File: src/rtl/tdm_pkg.sv
// tdm_pkg: shared constants, types and helpers for the 8-channel TDM transmitter.
//   NUM_CH      - number of multiplexed channels
//   SLOT_W      - slot counter width
//   slot_t      - slot index type
//   sel_t       - far-end demux select bits {s0,s1,s2}, s0 is the MSB
//   slot_to_sel - maps a slot index onto the select bits
package tdm_pkg;

    localparam int unsigned NUM_CH = 8;
    localparam int unsigned SLOT_W = 3;

    typedef logic [SLOT_W-1:0] slot_t;

    typedef struct packed {
        logic s0;
        logic s1;
        logic s2;
    } sel_t;

    // Slot k is decoded at the far-end demux as y(k+1); s0 carries the MSB.
    function automatic sel_t slot_to_sel(input slot_t slot);
        sel_t sel;
        sel.s0 = slot[2];
        sel.s1 = slot[1];
        sel.s2 = slot[0];
        return sel;
    endfunction

endpackage

File: src/rtl/tdm_chan_buf.sv
// tdm_chan_buf: one-entry holding buffer for a single TDM channel.
//   clk, rst_n - clock, asynchronous active-low reset
//   cap_data   - word offered by the producer
//   cap_valid  - producer offers a word; taken only while the buffer is empty
//   drain      - the slot scanner is emitting this channel's slot this edge
//   full       - buffer holds a word not yet transmitted
//   data       - buffered word
module tdm_chan_buf #(
    parameter int unsigned W = 8
) (
    input  logic         clk,
    input  logic         rst_n,
    input  logic [W-1:0] cap_data,
    input  logic         cap_valid,
    input  logic         drain,
    output logic         full,
    output logic [W-1:0] data
);

    // Capture wins over drain: a drain of an empty buffer on the capture edge
    // leaves the new word waiting for the next visit of this slot.
    always_ff @(posedge clk or negedge rst_n) begin
        if (!rst_n) begin
            full <= 1'b0;
            data <= '0;
        end else if (cap_valid && !full) begin
            full <= 1'b1;
            data <= cap_data;
        end else if (drain) begin
            full <= 1'b0;
        end
    end

endmodule

File: src/rtl/tdm_mux8_tx.sv
// tdm_mux8_tx: 8-channel time-division multiplexing transmitter.
//   clk, rst_n - clock, asynchronous active-low reset
//   en         - slot-scan enable; the slot counter holds while low
//   ch_data    - channel k word at [k*W +: W]
//   ch_valid   - per-channel word offered
//   ch_ready   - per-channel holding buffer empty (combinational from full)
//   m          - serialized word, zero when m_valid is low
//   m_valid    - presented slot carries a word
//   s0, s1, s2 - presented slot index, s0 is the MSB
//   frame      - presented slot is slot 0
//   m_ready    - downstream accepts the presented slot
module tdm_mux8_tx
    import tdm_pkg::*;
#(
    parameter int unsigned W = 8
) (
    input  logic                clk,
    input  logic                rst_n,
    input  logic                en,
    input  logic [NUM_CH*W-1:0] ch_data,
    input  logic [NUM_CH-1:0]   ch_valid,
    output logic [NUM_CH-1:0]   ch_ready,
    output logic [W-1:0]        m,
    output logic                m_valid,
    output logic                s0,
    output logic                s1,
    output logic                s2,
    output logic                frame,
    input  logic                m_ready
);

    slot_t               slot;
    logic                out_busy;
    logic                adv;
    sel_t                sel_q;
    logic [NUM_CH-1:0]   full;
    logic [NUM_CH-1:0]   drain;
    logic [W-1:0]        hb [NUM_CH];
    logic [W-1:0]        drain_data;
    logic                drain_full;

    // Per-channel holding buffers
    for (genvar k = 0; k < NUM_CH; k++) begin : g_buf
        tdm_chan_buf #(.W(W)) u_buf (
            .clk       (clk),
            .rst_n     (rst_n),
            .cap_data  (ch_data[k*W +: W]),
            .cap_valid (ch_valid[k]),
            .drain     (drain[k]),
            .full      (full[k]),
            .data      (hb[k])
        );
    end

    assign ch_ready = ~full;

    // Every slot, idle or not, gets one handshake; an empty output register
    // never blocks the scan.
    assign adv = en && (!out_busy || m_ready);

    // Drain select and 8:1 mux for the slot being loaded
    always_comb begin
        drain      = '0;
        drain_full = full[slot];
        drain_data = hb[slot];
        if (adv) begin
            drain[slot] = 1'b1;
        end
    end

    // Slot counter and output register
    always_ff @(posedge clk or negedge rst_n) begin
        if (!rst_n) begin
            slot     <= '0;
            out_busy <= 1'b0;
            sel_q    <= '0;
            m        <= '0;
            m_valid  <= 1'b0;
            frame    <= 1'b0;
        end else if (adv) begin
            sel_q    <= slot_to_sel(slot);
            m_valid  <= drain_full;
            m        <= drain_full ? drain_data : '0;
            frame    <= (slot == slot_t'(0));
            out_busy <= 1'b1;
            slot     <= slot + slot_t'(1);
        end else if (out_busy && m_ready) begin
            // Scan paused: the accepted slot retires and the line goes idle,
            // select and frame keep pointing at the last presented slot.
            m_valid  <= 1'b0;
            m        <= '0;
            out_busy <= 1'b0;
        end
    end

    assign s0 = sel_q.s0;
    assign s1 = sel_q.s1;
    assign s2 = sel_q.s2;

endmodule

File: config.mk
export PLATFORM = sky130hd
export DESIGN_NAME = tdm_mux8_tx
export DESIGN_NICKNAME = d
export VERILOG_FILES = /design/src/rtl/tdm_pkg.sv /design/src/rtl/tdm_chan_buf.sv /design/src/rtl/tdm_mux8_tx.sv
export SDC_FILE = /design/constraint.sdc
export NUM_CORES = 1
export LEC_CHECK = 0
export BUFFER_PORTS_ARGS = -buffer_cell sky130_fd_sc_hd__buf_4
export CAP_MARGIN = 10
export CORE_AREA = 2 2 113 104
export DETAILED_ROUTE_END_ITERATION = 8
export DIE_AREA = 0 0 115 106
export GPL_ROUTABILITY_DRIVEN = 0
export SYNTH_ARGS = -nofsm -noshare
export SYNTH_HDL_FRONTEND = slang
export SYNTH_HIERARCHICAL = 1
export SYNTH_SLANG_ARGS = --single-unit
File: constraint.sdc
create_clock -name clk -period 2.4 [get_ports clk]
set_clock_uncertainty 0.2 [all_clocks]
set_input_delay 0 -clock clk [delete_from_list [all_inputs] [get_ports clk]]
set_output_delay 0 -clock clk [all_outputs]
set_load 0.02 [all_outputs]
Word level (Yosys, flattened, before mapping)
Index checks and enable logic that the tools add are counted.

cells by class
  add/subtract/negate cells = 1
  order comparisons = 3
  muxes and demuxes = 30
  bitwise gates (word level) = 2
  reductions and logical operators = 31

operator list
  operator             number
  $mux 8               6
  $bmux 8 s3           1
  $mux 1               21
  $reduce_bool 2->1    9
  $logic_and 1x1->1    11
  $logic_not 1->1      9
  $not 8->8            1
  $ge 4x4->1 const B   1
  $lt 3x4->1 const B   1
  $not 3->4            1
  $add 3x1->3 const B  1
  $bmux 1 s3           1
  $demux 1 s3          1
  $ge 3x1->1 const B   1
  $logic_not 3->1      1
  $logic_or 1x1->1     1

word-level totals
  bits in registers = 89
  bits of input ports = 76
  output and inout bits = 21
  logic and storage cells = 91

Logic depth before layout (Yosys ltp)
Gate-level depths: netlist (run 1).

  word-level depth = 7
  mapped depth = 6
  gate-level depth less buffers = 5

By module
The synthesis (run 1) kept the hierarchy.

by module, submodules not included
  module        instances  cells each  area an instance (µm²)  sequential area each (µm²)
  tdm_chan_buf  8          21          374.1                   225.2
  tdm_mux8_tx   1          127         1341.3                  425.4

Worst setup path after synthesis (run 1)
No wires, ideal clock.

  path type = reg2reg
  from = reg slot[0]
  to = reg m[3]
  library setup time = 132 ps
  arrival time = 1328 ps
  required time = 2068 ps
  setup slack = 741 ps
  cell stages (with the launch flop) = 7
  buffers on the path = 2
  period minus slack after synthesis = 1659 ps
  cells stage by stage = dfrtp_1 buf_6 buf_12 mux4_2 nand2_1 and2_1 o21ai_1

on the way
  cells in the longest elaborated chain, start to end = 6
  elaborated cells between the ends (all ways) = 8
  those cells by class = mux (7); bitwise (1)

RTL lines
  item                                       RTL line           source
  start: declaration                         tdm_mux8_tx.sv:32  slot_t slot;
  start signal: assignment                   tdm_mux8_tx.sv:86  slot <= slot + slot_t'(1);
  $not 3->4 (implied by the code)            tdm_mux8_tx.sv:65  drain_data = hb[slot];
  $bmux 8 s3                                 tdm_mux8_tx.sv:65
  $mux 8 (implied by the code) (2 in a row)  tdm_mux8_tx.sv:65
  $mux 8 *                                   tdm_mux8_tx.sv:83  m <= drain_full ? drain_data : '0;
  $mux 8 *                                   tdm_mux8_tx.sv:80  end else if (adv) begin
  end signal: assignment                     tdm_mux8_tx.sv:83
  end: declaration                           tdm_mux8_tx.sv:23  output logic [W-1:0] m,

Every way passes the cells marked *; elsewhere a longest branch is shown, timed or not. The select of a mux whose other input is x is not followed.
A chain may end at the register's enable or synchronous reset.

Worst setup path after layout (run 1)
  from = reg slot[0]
  to = reg m[2]

Same word-level chain as after synthesis.

==> results of run 1 <==
## metrics by stage
| step | cells | hold WS [ps] |
|---|---|---|
| floorplan | 295 | -495.6 |
| global placement | 521 | -144.1 |
| detailed placement | 521 | -144.6 |
| CTS | 612 | 24.27 |
| global route | 612 | 65.38 |
| finish | 612 | 22.11 |
## cells in the final DEF (no fill, tap or decap), types with 2 or more instances in the layout
| cell type | n |
|---|---|
| buf_4 | 105 |
| dfrtp_1 | 89 |
| dlygate4sd3_1 | 75 |
| mux2_4 | 64 |
| nand2_1 | 29 |
| nor2_1 | 12 |
| inv_1 | 10 |
| mux4_2 | 10 |
| clkbuf_16 | 9 |
| mux2i_1 | 8 |
| o21ai_1 | 8 |
| nor2b_2 | 8 |
| a21oi_1 | 8 |
| mux4_1 | 6 |
| nand2b_1 | 5 |
| and2_1 | 5 |
| nor3_1 | 4 |
| o21ai_0 | 3 |
| o22ai_1 | 2 |
| xnor2_1 | 2 |
| ha_1 | 2 |
| clkinv_2 | 2 |
| clkinv_4 | 2 |
| bufinv_16 | 2 |
## what timing repair did
action                                 in CTS  in global routing
hold buffers                               75                  0
endpoints found under the hold margin     166                  0
setup endpoints to repair                   0                  0
## routing by layer
layer  part of all wire (%)  routed length (um)  up-vias  GRT usage [%]
met1                     46                4728     1416          24.39
li1                       -                   -     1384              -
met3                    4.4                 445       11          3.877
met2                     48                4911       73          28.74
met5                      0                   0        -              0
met4                    1.1                 109        0          4.131
## area by class of cell
cell class / count / area [um^2] / area share, %
clock inverters: 7 / 95.09 / 1.527
well taps: 136 / 170.2 / 2.733
repair buffers: 181 / 1559 / 25.04
inverters: 10 / 37.54 / 0.6028
clock buffers: 9 / 225.2 / 3.617
multi-input cells: 180 / 1913 / 30.72
flip-flops and latches: 89 / 2227 / 35.76
## state kept, by name (all words and copies together), names as in the netlist
register          flops
out_busy              1
m                     8
g_buf.u_buf/full      8
m_valid               1
slot                  3
s2                    1
s0                    1
s1                    1
frame                 1
g_buf.u_buf/data     64
## synth_stat cells, drive strengths merged (4+ instances only)
library cell,n
buf,15
nor2,12
and2,6
a21oi,8
mux2i,8
nand2b,5
nor2b,8
mux4,16
mux2,65
dfrtp,89
o21ai,12
nor3,4
nand2,29
inv,10
## cell families (layout without fill, tap and decap cells)
logic type	count (synthesis)	in the layout
buf+inv	26	207
flops	89	89
xor+xnor	2	2
compound gates	22	22
simple gates	65	65
mux	89	89
fa+ha+maj	2	2
## power breakdown
part / switching, W / total (W) / internal (W) / leakage, nW
registers: 0.000504 / 0.00268 / 0.00218 / 1.07
logic: 0.000997 / 0.00277 / 0.00177 / 1.72
clock network: 0.000590 / 0.00150 / 0.000912 / 0.155
## worst max-delay path, cell delays in order, from the launching register on
cell	delay [ps]
dfrtp_1	350
buf_4	270
mux4_1	580
nand2_1	80
and2_0	120
o21ai_1	60
## worst min path at each step
stage | to | cells past startpoint | startpoint
CTS | m[5] | 4 | m_ready
global placement | g_buf[2].u_buf/data[3] | 1 | rst_n
global route | g_buf[2].u_buf/data[4] | 2 | rst_n
detailed placement | g_buf[2].u_buf/data[3] | 1 | rst_n
floorplan | frame | 0 | rst_n
finish | g_buf[2].u_buf/data[4] | 2 | rst_n
==> results.md, run 1 <==
- Largest net degree at the start of global routing: 47
- Crit Path Category: flop to flop
- R2R Setup Slk: 600 ps
- CTS tree: done
- Count of buffers from port buffering: 96
- Endpoints failing hold: 0
- Critical Path Source Type: flop
- Synth Area in XOR/XNOR: less than 1%
- Mapped Cells: about 300
- GR Util All Layers: 17.73%
- First-pass GRT wire length: approximately 16,000 um
- Crit path to: m[2]
- Clock Sinks: 89
- Clk buf depth: 2
- Synth area leader: dfrtp_1
- Post-synth net total: around 370
- Clk root buf: clkbuf_16
- FF-to-FF path depth: 5
- Ys flop type: dfrtp_1
- Final worst slack: 601.6 ps
- Slew HR: roughly 43%
- Min-delay worst type: primary input to asynchronous set/reset pin
- Top cells by area, synth: dfrtp_1 (51%), mux2_4 (22%), mux4_2 (5.2%), mux4_1 (3.6%), buf_6 (2.6%)
- Post-synth EDFFs: 0
- Die width: 115 um
- Power Density: ~1100 nW/um^2
- Core area: 11,110 um^2
- Setup total negative slack: 0 ps
- Final Slew Violations: 0
- Status: completed
- Tightest Pin Transition: around 830 ps
- Peak VDD IR: approximately 0.61 mV
- Area Growth Syn to Fin: 43.68%
- Final setup violating endpoints: 0
- Launching point of the worst reg2reg path: slot[0]
- Drt drc: 0
- Pleak: 2.941 nW
- Layout Nets: 549
- Multiplexer share of the synthesized area: about a third
- Largest family of logic cells by synthesized area: multiplexers
- Die Ht: 106 um
- Max cap viols: 0
- Placed cell area: around 5200 um^2
- Drt first-iter violations: 120
- Vias in the first global route: 3,050
- Post-synth top area share: roughly half
- Mapped cell area: about 4300 um^2
- Post-CTS sizing: 0
- Initial Util: 39.01%
- DR vias: slightly below 3,000
- # H-tree levels: 3
- Worst setup EP type: flop
- Fin util: between 50% and 60%
- Wire per inst: 16.66 um
- ANT cells: 0
- F_max: about 0.56 GHz
- Post-synthesis compound-gate area fraction: about 2.7%
- Total power: a little under 0.007 W
- RSZ-0062 raised after global routing: false
- I/O pin cnt: 97
- CP arrival: 1800 ps
- Worst-path clk slew: roughly 70 ps
- Pre-CTS setup slack: 609.3 ps
- CTS Buf Count: 9
- DRT Wirelength: around 10,000 um
- Sequential-to-total area share from yosys stat: between 50 and 60%
- Share of synthesized registers carrying an async set or reset: 100.0%
- Core Rows: 37
- Final instance area: 6227 um^2
- Post-synthesis simple-gate area fraction: 7.361%
- Post-CTS setup buffer count: 0
- Crit path launch: slot[0]
- Via/cell ratio: 4.712
- Syn_area_per_cell: ~15 um^2
- Antenna Nets Post-Route: 0
- GRT overflow: 0
- Count of cell types in the netlist: 26
- R2r endpoint: m[2]
- YS warnings: 6
- #FFs+latches synth: a little under 90
- Worst Path Max Fanout: 15
- Clk_lat worst skew: between 300 and 400 ps
- Share of cells above drive strength 1: between 40% and 50%
- DPL Wire Length: 7125 um
- Die ar.: ~12,000 um^2
- CP required: between 2000 and 2500 ps
- Fraction of the mapped netlist area in adder cells: less than 1%
- Fill cell total of the finished layout: around 940
- Fin crit period: about 1800 ps
- Initial antenna violation count: 0
- Pre-antenna DRT Iters: 4
- Tcrit/Tclk final: around three quarters
(Power assumes the default switching activity.)
==> run 2, diff against run 1 <==
- clock period: 2.4 -> 1.57 ns (I/O delays scaled with it)
==> run 2 against run 1 <==
The flow now finishes with violations (negative setup slack). Via count grew 3.3%. Sequential power grew 54%. Final cell count grew 3.3%. Flip-flop and latch count is the same. Cell area grew 4.7%. Hold slack gained 200 ps.
==> results.md, run 2 (synthesized netlist as in run 1, its figures left out) <==
- Status: finished with violations (was completed)
- Failing checks: negative setup slack
- CTS Buf Count: 9 (unchanged)
- Critical hold path startpoint: ch_data[47]
- Tightest Pin Transition: 360.7 ps (was 832.8 ps)
- Clk_lat worst skew: 350 ps (was 340 ps)
- Hold Path End: g_buf[5].u_buf/data[7]
- Worst-path clk slew: 70 ps (about the same)
- Clk buf depth: 2 (unchanged)
- DRT Wirelength: 10,610 um (was 10,190 um)
- Antenna Nets Post-Route: 0 (unchanged)
- R2R Setup Slk: -170 ps (was 600 ps)
- First-pass GRT wire length: 17,510 um (was 16,410 um)
- Count of buffers from port buffering: 96 (unchanged)
- CTS tree: done (unchanged)
- Clk root buf: clkbuf_16 (unchanged)
- Wire per inst: 16.79 um (was 16.66 um)
- Largest net degree at the start of global routing: 36 (was 47)
- Worst setup EP type: flop (unchanged)
- Endpoints failing hold: 0 (unchanged)
- Final setup violating endpoints: 9 (was 0)
- Core Rows: 37 (unchanged)
- Die width: 115 um (unchanged)
- Setup total negative slack: -1271 ps (was 0 ps)
- Vias in the first global route: 3,291 (was 3,050)
- Via/cell ratio: 4.715 (was 4.712)
- Cells along the critical path: buf_12 > mux4_2 > nand2_1 > and2_1 > o21ai_1 (was buf_4 > mux4_1 > nand2_1 > and2_0 > o21ai_1)
- Critical Path Source Type: flop (unchanged)
- Die ar.: 12,190 um^2 (unchanged)
- Fin crit period: 1737 ps (was 1798 ps)
- Largest reg by FF count: g_buf.u_buf/data (unchanged)
- GRT overflow: 0 (unchanged)
- Worst hold margin: 220.0 ps (was 22.11 ps)
- DR vias: 2,980 (was 2,884)
- # H-tree levels: 3 (unchanged)
- Pre-antenna DRT Iters: 4 (unchanged)
- Drt first-iter violations: 76 (was 120)
- Commonest non-fill, non-tap cell in the layout: buf_4 (unchanged)
- R2r endpoint: m[5] (was m[2])
- Area Growth Syn to Fin: 50.49% (was 43.68%)
- Drt drc: 0 (unchanged)
- Most frequent cells in the layout: buf_4 (108), dfrtp_1 (87), dlygate4sd3_1 (77), mux2_4 (64), nand2_1 (24) (was buf_4 (105), dfrtp_1 (89), dlygate4sd3_1 (75), mux2_4 (64), nand2_1 (29))
- Largest register FFs: 64 (unchanged)
- F_max: 0.5757 GHz (was 0.5560 GHz)
- Crit-path slowest cell: mux4_2 (was mux4_1)
- Pleak: 3.036 nW (was 2.941 nW)
- Share of cells above drive strength 1: 48.99% (was 43.49%)
- Peak VDD IR: 0.8400 mV (was 0.6098 mV)
- Core area: 11,110 um^2 (unchanged)
- CP arrival: 1760 ps (was 1800 ps)
- Tcrit/Tclk final: 110.6% (was 74.93%)
- Launching point of the worst reg2reg path: slot[0] (unchanged)
- CP max stage delay: 520 ps (was 580 ps)
- Clock Sinks: 89 (unchanged)
- Worst Path Max Fanout: 7 (was 15)
- Largest regs: g_buf.u_buf/data x64, g_buf.u_buf/full x8, m x8 (unchanged)
- FF-to-FF path depth: 5 (unchanged)
- Initial antenna violation count: 0 (unchanged)
- GR Util All Layers: 18.93% (was 17.73%)
- RSZ-0062 raised after global routing: true (was false)
- Crit Path Category: flop to flop (unchanged)
- Min-delay worst type: primary input to flop (was primary input to asynchronous set/reset pin)
- Die Ht: 106 um (unchanged)
- DPL Wire Length: 7312 um (was 7125 um)
- Initial Util: 39.01% (unchanged)
- ANT cells: 0 (unchanged)
- Final Slew Violations: 0 (unchanged)
- CP required: 1590 ps (was 2400 ps)
- Slew HR: 75.95% (was 42.89%)
- Power Density: 1701 nW/um^2 (was 1117 nW/um^2)
- Worst hold stages: 3
- Max cap viols: 0 (unchanged)
- Final worst slack: -167.1 ps (was 601.6 ps)
- Layout Nets: 569 (was 549)
- I/O pin cnt: 97 (unchanged)
## run 2: changes by cell type in the layout (fill, tap and decap cells not counted), sizes merged
cell	previous run	this run
buf	106	124
inv	10	15
clkinv	4	1
bufinv	2	0
dlygate4sd3	75	77
## run 2: worst max-delay path by stage
stage,start,endpoint,slack [ps],depth (start not counted)
6_report,slot[0],m[5],-170,5
5_1_grt,slot[0],m[0],-240,4
4_1_cts,slot[0],m[5],-170,5
3_5_place_dp,slot[0],m[2],-170,5
3_3_place_gp,slot[0],m[4],-110,5
2_1_floorplan,slot[0],m[3],-80,6
## run 2: area by class of cell
type / instances / area, um^2
Multi-Input combinational cell: 180 / 1923
Tap cell: 136 / 170.2
Clock inverter: 7 / 58.81
Inverter: 10 / 37.54
Fill cell: 890 / 4588
Sequential cell: 89 / 2230
Timing Repair Buffer: 201 / 1878
Clock buffer: 9 / 225.2
## run 2: worst max-delay path: cells and delay by family (launching register included)
family                 cells  cell delay [ps]
flip-flops                 1              470
buffers and inverters      1              170
AO/OA/AOI/OAI              1               60
multiplexers               1              520
AND/OR/NAND/NOR            2              190
## run 2: through the flow
| stage | power [W] | cells | area [um^2] | setup slack (ps) | utilization (%) |
|---|---|---|---|---|---|
| 6_report | 0.01109 | 632 | 6523 | -167.1 | 58.71 |
| 5_1_grt | 0.01177 | 632 | 6523 | -235.8 | 58.71 |
| 4_1_cts | 0.01107 | 632 | 6479 | -166.5 | 58.31 |
| 3_5_place_dp | 0.008575 | 535 | 5386 | -165.7 | 48.48 |
| 3_3_place_gp | 0.008467 | 535 | 5386 | -108.8 | 48.48 |
| 2_1_floorplan | 0.007166 | 295 | 4334 | -79.94 | - |
## run 2: layer usage
| metal | vias to the layer above | global-route usage [%] | wire length (um) |
|---|---|---|---|
| met3 | 9 | 3.877 | 462 |
| met4 | 0 | 4.389 | 106 |
| met1 | 1476 | 26.10 | 4944 |
| met5 | - | 0 | 0 |
| li1 | 1425 | - | - |
| met2 | 70 | 30.92 | 5095 |
## run 2: power by group
| group | leakage (nW) | total, W | internal, W | switching, W |
|---|---|---|---|---|
| Combinational | 1.83 | 0.00488 | 0.00317 | 0.00171 |
| Sequential | 1.06 | 0.00414 | 0.00334 | 0.000800 |
| Clock | 0.139 | 0.00207 | 0.00110 | 0.000967 |
## run 2: timing repair
action	in CTS	in global routing
gates cloned	1	0
pin swaps	1	1
endpoints found under the hold margin	177	0
endpoints found under the setup margin	10	16
hold buffers	77	0
setup buffers	3	0
resized for setup	11	15
==> run 3, diff against run 2 <==
- CTS_BUF_LIST: default -> sky130_fd_sc_hd__clkbuf_2
- HOLD_SLACK_MARGIN: default -> 0.02
==> run 3 against run 2 <==
The run now fails in 4_1_cts. Synthesized cell count stayed put. Area after synthesis stayed put.
==> results.md, run 3 <==
- Status: aborted with a tool error (was finished with violations)
- Stopping stage: 4_1_cts
- Tool Error: [ERROR RSZ-0060] Max buffer count reached.
- Post-synth net total: 373 (unchanged)
- Sequential-to-total area share from yosys stat: 51.39% (unchanged)
- Post-synthesis compound-gate area fraction: 2.685% (unchanged)
- Multiplexer share of the synthesized area: 33.11% (unchanged)
- Post-synth EDFFs: 0 (unchanged)
- Core Rows: 37 (unchanged)
- Share of synthesized registers carrying an async set or reset: 100.0% (unchanged)
- Mapped cell area: 4334 um^2 (unchanged)
- Ys flop type: dfrtp_1 (unchanged)
- DPL Wire Length: 7312 um (unchanged)
- Count of cell types in the netlist: 26 (unchanged)
- Most common cell in the synthesized netlist: dfrtp_1 (unchanged)
- CTS hold repair buffers: 112 (was 77)
- Synth Area in XOR/XNOR: 0.4042% (unchanged)
- Largest family of logic cells by synthesized area: multiplexers (unchanged)
- YS warnings: 6 (unchanged)
- CTS Buf Count: 9 (unchanged)
- Clk buf depth: 2 (unchanged)
- Die Ht: 106 um (unchanged)
- Post-CTS setup buffer count: 3 (unchanged)
- # H-tree levels: 3 (unchanged)
- Initial Util: 39.01% (unchanged)
- Placed cell area: 5386 um^2 (unchanged)
- #FFs+latches synth: 89 (unchanged)
- Mapped Cells: 295 (unchanged)
- Count of buffers from port buffering: 96 (unchanged)
- Top cells by area, synth: dfrtp_1 (51%), mux2_4 (22%), mux4_2 (5.2%), mux4_1 (3.6%), buf_6 (2.6%) (unchanged)
- Clock Sinks: 89 (unchanged)
- Post-synthesis simple-gate area fraction: 7.361% (unchanged)
- I/O pin cnt: 97 (unchanged)
- Post-synth top area share: 51.39% (unchanged)
- Clk root buf: clkbuf_2 (was clkbuf_16)
- Fraction of the mapped netlist area in adder cells: 0.5774% (unchanged)
- Most frequent cells after synthesis: dfrtp_1 (89), mux2_4 (64), nand2_1 (29), nor2_1 (12) (unchanged)
- Synth area leader: dfrtp_1 (unchanged)
- Post-CTS sizing: 11 (unchanged)
- Syn_area_per_cell: 14.69 um^2 (unchanged)
- Die width: 115 um (unchanged)
-- run 3: metrics by stage --
stage          cells  TNS [ps]  utilization, %  setup WS (ps)
3_3_place_gp     535    -688.4           48.48         -108.8
2_1_floorplan    295    -552.6               -         -79.94
3_5_place_dp     535     -1325           48.48         -165.7
-- run 3: cell families after synthesis --
logic type,count (synthesis)
muxes,89
buffers and inverters,26
AOI/OAI and AO/OA,22
DFF,89
and+or+nand+nor,65
xor gates and xnor gates,2
adders and majority gates,2
==> run 4, diff against run 3 <==
- CORE_AREA: 2 2 113 104 -> 2 2 135 137
- CTS_BUF_LIST: sky130_fd_sc_hd__clkbuf_2 -> default
- DIE_AREA: 0 0 115 106 -> 0 0 137 139
- HOLD_SLACK_MARGIN: 0.02 -> default
- PLACE_DENSITY_LB_ADDON: default -> 0.15
- clock period: 1.57 -> 2 ns (I/O delays scaled with it)
==> run 4 against run 3 <==
The run now ends clean.
==> results.md, run 4 (synthesized netlist as in run 1, its figures left out) <==
- First-pass GRT wire length: roughly 18,000 um
- DRT Wirelength: roughly 11,000 um
- Tightest Pin Transition: between 400 and 500 ps
- Worst Path Max Fanout: 13
- Largest net degree at the start of global routing: 57
- Drt drc: 0
- Layout Nets: approximately 560
- Drt first-iter violations: 132
- Clk root buf: clkbuf_16 (was clkbuf_2)
- Fill cell total of the finished layout: about 1,800
- Pre-antenna DRT Iters: 4
- Post-CTS sizing: 0 (was 11)
- Power Density: 1306 nW/um^2
- Clk buf depth: 2 (unchanged)
- Placed cell area: 5335 um^2 (was 5386 um^2)
- Vias in the first global route: between 3,000 and 4,000
- I/O pin cnt: 97 (unchanged)
- Slew HR: roughly 69%
- ANT cells: 0
- Min-delay worst type: primary input to flop
- Largest regs: g_buf.u_buf/data x64, g_buf.u_buf/full x8, m x8
- Critical Path Source Type: flop
- Worst hold margin: about 220 ps
- GR Util All Layers: ~12%
- Share of cells above drive strength 1: between 40% and 50%
- Via/cell ratio: between 4 and 5
- Tcrit/Tclk final: 89.20%
- F_max: between 0.5 and 0.6 GHz
- Clock Sinks: 89 (unchanged)
- Initial antenna violation count: 0
- Die width: 137 um (was 115 um)
- Count of buffers from port buffering: 96 (unchanged)
- Antenna Nets Post-Route: 0
- DPL Wire Length: 8279 um (was 7312 um)
- Crit path launch: slot[0]
- Area Growth Syn to Fin: 47.69%
- Most frequent cells in the layout: buf_4 (108), dfrtp_1 (89), dlygate4sd3_1 (77), mux2_4 (64), nand2_1 (29)
- Inst Count DP: 619 (was 535)
- Register area: ~2200 um^2
- Die Ht: 139 um (was 106 um)
- Commonest non-fill, non-tap cell in the layout: buf_4
- Endpoints failing hold: 0
- Crit path to: m[5]
- Core Rows: 49 (was 37)
- Initial Util: 24.55% (was 39.01%)
- R2R Setup Slk: approximately 220 ps
- Fin util: around 36%
- Setup total negative slack: 0 ps
- Worst-path clk slew: approximately 70 ps
- Non-filler cells, final: 711
- Die ar.: around 19,000 um^2
- Peak VDD IR: around 0.46 mV
- R2r endpoint: m[5]
- Final setup violating endpoints: 0
- GRT overflow: 0
- Launching point of the worst reg2reg path: slot[0]
- Worst setup EP type: flop
- Status: completed (was aborted with a tool error)
- CP required: 2020 ps
- DR vias: around 2,900
- CP arrival: 1800 ps
- # H-tree levels: 3 (unchanged)
- Final instance area: around 6400 um^2
- Crit Path Category: flop to flop
- CTS Buf Count: 9 (unchanged)
- CTS tree: done
- Pleak: 2.973 nW
- Max cap viols: 0
- Clk_lat worst skew: about 340 ps
- Largest reg by FF count: g_buf.u_buf/data
- Fin crit period: ~1800 ps
- Core area: about 18,000 um^2
- Final Slew Violations: 0
- RSZ-0062 raised after global routing: false
- FF-to-FF path depth: 5
- Wire per inst: 15.69 um
- Largest register FFs: 64
- Area of the multi-input gates: 1913 um^2
## run 4: how the worst min path moves through the flow
stage                     start                endpoint  cells after the start
finish              ch_data[57]  g_buf[7].u_buf/data[1]                      3
global route        ch_data[57]  g_buf[7].u_buf/data[1]                      3
CTS                 ch_data[57]  g_buf[7].u_buf/data[1]                      3
detailed placement        rst_n     g_buf[2].u_buf/full                      1
global placement          rst_n     g_buf[2].u_buf/full                      1
floorplan                 rst_n                   frame                      0
## run 4: worst max-delay path, stage by stage (launching register included)
cell and delay, ps:
dfrtp_1 440, buf_12 170, mux4_1 590, nand2_1 90, and2_1 120, o21ai_1 50
## run 4: cell type report
cell class | count | area share [%]
Clock inverter | 5 | 0.8796
Sequential cell | 89 | 34.79
Multi-Input combinational cell | 180 | 29.89
Tap cell | 229 | 4.476
Timing Repair Buffer | 188 | 25.64
Clock buffer | 10 | 3.733
Inverter | 10 | 0.5864
## run 4: what timing repair did
item	4_1_cts	5_1_grt
endpoints found under the hold margin	175	0
endpoints found under the setup margin	0	0
setup buffers	0	0
hold buffers	77	0
## run 4: per-layer routing
| metal | part of all wire (%) | up-vias | GRT usage [%] |
|---|---|---|---|
| met1 | 46 | 1428 | 16.45 |
| met5 | 0 | - | 0 |
| li1 | - | 1399 | - |
| met2 | 48 | 70 | 20.48 |
| met3 | 4.5 | 7 | 3.363 |
| met4 | 0.87 | 0 | 2.604 |
## run 4: report_power, final
group | internal [W] | switching, W | leakage [nW] | total (W)
clock network | 0.000993 | 0.000713 | 0.144 | 0.00171
registers | 0.00262 | 0.000602 | 1.07 | 0.00322
logic | 0.00221 | 0.00123 | 1.76 | 0.00344
total | 0.00581 | 0.00255 | 2.97 | 0.00836
## run 4: stage by stage
stage	setup WS, ps	power [W]
3_3_place_gp	219.0	0.006603
5_1_grt	109.0	0.008932
4_1_cts	194.0	0.008540
2_1_floorplan	340.5	0.005626
6_report	216.0	0.008362
3_5_place_dp	206.0	0.006659
